`config.mk`:
```
export PLATFORM = sky130hd
export DESIGN_NAME = tuple_serial_rx
export DESIGN_NICKNAME = d
export VERILOG_FILES = /design/src/rtl/tuple_link_pkg.sv /design/src/rtl/tuple_shift_in.sv /design/src/rtl/tuple_serial_rx.sv
export SDC_FILE = /design/constraint.sdc
export NUM_CORES = 1
export LEC_CHECK = 0
export CORE_AREA = 2 2 39 41
export CTS_CLUSTER_SIZE = 8
export DETAILED_ROUTE_END_ITERATION = 16
export DIE_AREA = 0 0 41 43
export GPL_TIMING_DRIVEN = 1
export PLACE_DENSITY = 0.65
export SLEW_MARGIN = 40
export SYNTH_ARGS = -nofsm -noshare
export SYNTH_HDL_FRONTEND = slang
export SYNTH_SLANG_ARGS = --single-unit
```
`constraint.sdc`:
```
create_clock -name CLK -period 1 [get_ports CLK]
set_input_delay 0.2 -clock CLK [delete_from_list [all_inputs] [get_ports CLK]]
set_output_delay 0.2 -clock CLK [all_outputs]
set_load 0.01 [all_outputs]
```
`src/rtl/tuple_link_pkg.sv`:
```
// ============================================================================
// Module : tuple_link_pkg
// Brief  : Shared widths, receiver state encoding and tuple layout for the
//          bit-serial tuple link.
// Rev    : 1.0
// ============================================================================
`default_nettype none

package tuple_link_pkg;

  localparam int A_W_DEF = 2;
  localparam int W_DEF   = A_W_DEF + 1;

  typedef enum logic [0:0] {
    IDLE  = 1'b0,
    SHIFT = 1'b1
  } rx_state_e;

  // Bit 0 on the wire is a[0]; b travels last, so it is the packed MSB.
  typedef struct packed {
    logic               b;
    logic [A_W_DEF-1:0] a;
  } tuple_t;

endpackage

`default_nettype wire

```
`src/rtl/tuple_shift_in.sv`:
```
// ============================================================================
// Module : tuple_shift_in
// Brief  : W-bit indexed-write deserialiser with bit counter; flags the cycle
//          the final bit lands and presents the completed word alongside it.
// Rev    : 1.0
// ============================================================================
`default_nettype none

module tuple_shift_in #(
  parameter int W     = 3,
  parameter int CNT_W = 2
) (
  input  logic         clk_i,
  input  logic         rst_i,
  input  logic         load0_i,
  input  logic         shift_en_i,
  input  logic         bit_in_i,
  output logic [W-1:0] word_o,
  output logic         done_o
);

  logic [W-1:0]     shift_q, shift_d;
  logic [CNT_W-1:0] cnt_q, cnt_d;
  logic             last_w;

  assign last_w = (cnt_q == CNT_W'(W - 1));

  always_comb begin
    shift_d = shift_q;
    cnt_d   = cnt_q;
    if (load0_i) begin
      shift_d    = '0;
      shift_d[0] = bit_in_i;
      cnt_d      = CNT_W'(1);
    end else if (shift_en_i) begin
      shift_d[cnt_q] = bit_in_i;
      cnt_d          = last_w ? '0 : cnt_q + CNT_W'(1);
    end
  end

  always_ff @(posedge clk_i) begin
    if (rst_i) begin
      shift_q <= '0;
      cnt_q   <= '0;
    end else begin
      shift_q <= shift_d;
      cnt_q   <= cnt_d;
    end
  end

  // The completed word includes the bit being accepted this cycle.
  assign word_o = shift_d;
  assign done_o = shift_en_i & ~load0_i & last_w;

endmodule

`default_nettype wire

```
`src/rtl/tuple_serial_rx.sv`:
```
// ============================================================================
// Module : tuple_serial_rx
// Brief  : Bit-serial tuple receiver: frame FSM, 1-deep valid/ready output
//          register and sticky overrun flag.
// Rev    : 1.0
// ============================================================================
`default_nettype none

module tuple_serial_rx
  import tuple_link_pkg::*;
#(
  parameter int A_W   = A_W_DEF,
  parameter int CNT_W = 2
) (
  input  logic           CLK,
  input  logic           RESET,
  input  logic           I_valid,
  input  logic           I_start,
  input  logic           I_data,
  output logic [A_W-1:0] O_a_a__0_0,
  output logic           O_b,
  output logic           O_valid,
  input  logic           O_ready,
  input  logic           ovr_clr,
  output logic           overrun
);

  localparam int W = A_W + 1;

  if (A_W < 1) begin : g_bad_a_w
    $error("tuple_serial_rx: A_W must be >= 1");
  end
  if ((1 << CNT_W) < (W + 1)) begin : g_bad_cnt_w
    $error("tuple_serial_rx: CNT_W too narrow for W");
  end

  rx_state_e      state_q;
  logic [W-1:0]   out_q;
  logic           valid_q;
  logic           ovr_q;

  logic           load0_w, shift_en_w, done_w, can_load_w;
  logic [W-1:0]   word_w;

  // A start bit always (re)opens a frame, aborting any partial one.
  assign load0_w    = I_valid & I_start;
  assign shift_en_w = (state_q == SHIFT) & I_valid & ~I_start;
  assign can_load_w = ~valid_q | O_ready;

  tuple_shift_in #(
    .W     (W),
    .CNT_W (CNT_W)
  ) u_shift_in (
    .clk_i      (CLK),
    .rst_i      (RESET),
    .load0_i    (load0_w),
    .shift_en_i (shift_en_w),
    .bit_in_i   (I_data),
    .word_o     (word_w),
    .done_o     (done_w)
  );

  always_ff @(posedge CLK) begin
    if (RESET) begin
      state_q <= IDLE;
      out_q   <= '0;
      valid_q <= 1'b0;
      ovr_q   <= 1'b0;
    end else begin
      case (state_q)
        IDLE:    if (load0_w) state_q <= SHIFT;
        SHIFT:   if (done_w)  state_q <= IDLE;
        default: state_q <= IDLE;
      endcase

      if (done_w && can_load_w) begin
        out_q   <= word_w;
        valid_q <= 1'b1;
      end else if (valid_q && O_ready) begin
        valid_q <= 1'b0;
      end

      if (done_w && !can_load_w) begin
        ovr_q <= 1'b1;
      end else if (ovr_clr) begin
        ovr_q <= 1'b0;
      end
    end
  end

  assign O_a_a__0_0 = out_q[A_W-1:0];
  assign O_b        = out_q[A_W];
  assign O_valid    = valid_q;
  assign overrun    = ovr_q;

endmodule

`default_nettype wire

```
==> metrics <==
Initial Util 32.19%; Mapped Avg Cell Area 9.280 sq um; Int Power 0.6835 mW; Hold Crit Depth 3; GRT Total Usage 13.03%; post-route setup slack -0.006553 ns; Die Ht 43 microns; crit share post-route 100.7%; Synth Cell Area approximately 450 sq um; Core ar. 1384 sq um; max-cap viol count 0; Hold Violations, Final 0; met1 WL 406 microns; dpl hpwl 677.2 microns; syn_nets 55; mux contribution to synthesized area 11.24%; Sw Pwr 0.2006 mW; clk sinks 10; Leak Pwr around 0.3 nW; GRT overflow 0; cts bufs inserted 3; Final Power 0.8841 mW; Reg2Reg Depth 3; adder-cell share of the synthesized area 0%; Fill cells 129; TritonRoute pass-1 iters 3; synth warn 0; Synth cell types 16; Logic pwr share 10.8%; first-pass GRT wire length 1407 microns; CTS tree yes; Ports 12; Clock Path Buffers 2; antenna violations before repair 0; CP Max Fanout 5; PortBufs 11; simple-gate portion of the synthesized area just under 30%; Final GP Congestion 0.6863; clk_lat worst skew ~0.27 ns; power per standard cell area 1301 nW/um^2; sw frac 22.69%; post-place setup slack -0.4929 ns; Iter 0 DRT Violations 6; FP Rows 14; # H-tree levels 1; CP Data Arrival Time 1.21 ns; n_diodes 0; post-synthesis xor/xnor area fraction 0%; Worst Setup End Kind flip-flop; DIE AREA roughly 1800 sq um; final core utilization between 40% and 50%; VDD IR-drop max 0.8862 mV; Placed Instances 79; Post-route DRC 0; sequential area share after synthesis 44.94%; top routing layer used met4; met2 wire length ~470 microns; final setup vio count 2; met3 wire len 65 microns; CP Data Required Time 1.20 ns; synthesis-to-finish area growth 52.53%; largest net degree at the start of global routing 8; largest family of logic cells by synthesized area simple AND/OR/NAND/NOR gates; measured slew at the worst slew-check pin 0.2676 ns; layout cells sized above 1 40.58%; Nets 77; Post-DRT Antenna Nets 0; Synth Area in Compound Gates 11.80%; Vias 392; fmax 993.5 MHz; min-delay worst type input pin to flip-flop; Avg Vias per Cell between 4 and 5; CTS clock-pin slew for the worst setup and hold paths 0.07 ns; Rel. slew slack between 80% and 90%; post-route insts no fill 85; status finished with violations; Slew Viols, Final 0; CP Class flip-flop to flip-flop; number of global-route vias before repair 356; WL/cell 11.28 microns; nature of the critical path startpoint flip-flop; Clock power frac 42.4%; Final Skew 0.0003010 ns; routed wire length 959 microns; flops & latches, synth 10; failing checks negative setup slack; post-route minimum period 1.007 ns; RSZ-0062 raised after global routing true; Reg power frac 46.8%; Root Buffer clkbuf_4; Die W between 40 and 50 microns; Mapped Cells 48
==> path summary, 6_finish.rpt <==
| path | end | startpoint | slack, ns |
|---|---|---|---|
| max reg2reg | out_q[0] | state_q | -0.007 |
| min reg2reg | u_shift_in.shift_q[1] | u_shift_in.shift_q[1] | 0.46 |
| max | out_q[0] | state_q | -0.007 |
| min | state_q | I_start | 0.38 |
==> metal layers <==
metal  up-vias  global-route usage, %
met5         -                      0
met4         0                  8.000
met3         4                  9.424
met2        10                  18.44
met1       172                  13.11
li1        206                      -
==> critical path, stage by stage (launching register included) <==
cell	delay (ns)
dfxtp_4	0.38
nand3b_4	0.08
nor3_4	0.26
mux2i_1	0.22
==> cell families (layout without fill, tap and decap cells) <==
kind of cell           Yosys count  after routing
multiplexers                     5              5
flip-flops                      10             10
buffers and inverters            3             24
AO/OA/AOI/OAI                    9              9
AND/OR/NAND/NOR                 21             21
==> per-stage QoR <==
step / cell area [sq um] / setup TNS, ns / hold slack, ns
finish: 679.4 / -0.01278 / 0.3786
CTS: 663.1 / -0.01756 / 0.3718
global route: 679.4 / -0.2263 / 0.4096
detailed placement: 609.3 / -4.040 / 0.4602
global placement: 609.3 / -3.876 / 0.4516
floorplan: 445.4 / 0 / 0.3524
==> flip-flops by register name (all words and copies together) (netlist names) <==
name / cells
O_valid: 1
out_q: 3
overrun: 1
state_q: 1
u_shift_in.cnt_q: 2
u_shift_in.shift_q: 2
==> Yosys cell counts, drive strengths merged <==
cell type / instances / share of area, %
dfxtp: 10 / 45
nand2b: 7 / 9.8
nand2: 6 / 5.1
a21oi: 5 / 5.6
mux2i: 5 / 11
inv: 2 / 1.7
nand3b: 2 / 4.2
nor2: 2 / 1.7
nor2b: 2 / 2.8
o21ai: 2 / 2.2
a32oi: 1 / 2.0
and3b: 1 / 2.2
clkbuf: 1 / 0.84
nor3: 1 / 3.7
o31a: 1 / 2.0
==> layout by cell type, fill, tap and decap left out <==
master	Yosys	final
nand2b_1	7	6
nand2_1	6	6
buf_4	0	6
mux2i_1	5	5
a21oi_1	5	5
buf_2	0	5
dfxtp_2	0	4
dfxtp_1	10	4
clkbuf_4	0	3
clkdlybuf4s50_1	0	3
dlygate4sd2_1	0	3
nor2b_4	0	2
inv_1	2	2
o21ai_0	2	2
nor2_1	2	2
dfxtp_4	0	2
nand3b_4	0	1
nand2b_4	0	1
nor3_4	1	1
and3b_2	1	1
a32oi_1	1	1
nand3b_1	1	1
o31a_1	1	1
clkbuf_8	0	1
buf_6	0	1
==> power groups by stage <==
stage / logic [mW] / registers (mW) / clock network (mW)
floorplan: 0.0353 / 0.423 / 0
global placement: 0.0838 / 0.424 / 0
detailed placement: 0.0842 / 0.424 / 0
CTS: 0.0913 / 0.417 / 0.389
global route: 0.104 / 0.414 / 0.409
finish: 0.0957 / 0.414 / 0.374
==> layout make-up <==
| cell class | count | area [sq um] | area share, % |
|---|---|---|---|
| clock buffer | 4 | 36.28 | 5.341 |
| inverter | 2 | 7.507 | 1.105 |
| multi-input combinational | 35 | 265.3 | 39.04 |
| tap | 16 | 20.02 | 2.947 |
| timing repair buffer | 18 | 137.6 | 20.26 |
| sequential | 10 | 212.7 | 31.31 |
==> repair_timing <==
action / 4_1_cts / 5_1_grt
hold buffers: 0 / 0
buffers inserted: 2 / 0
gates resized for setup: 33 / 5
pin swaps: 1 / 4
setup endpoints to repair: 13 / 8
Power figures use the tool's default switching activity.
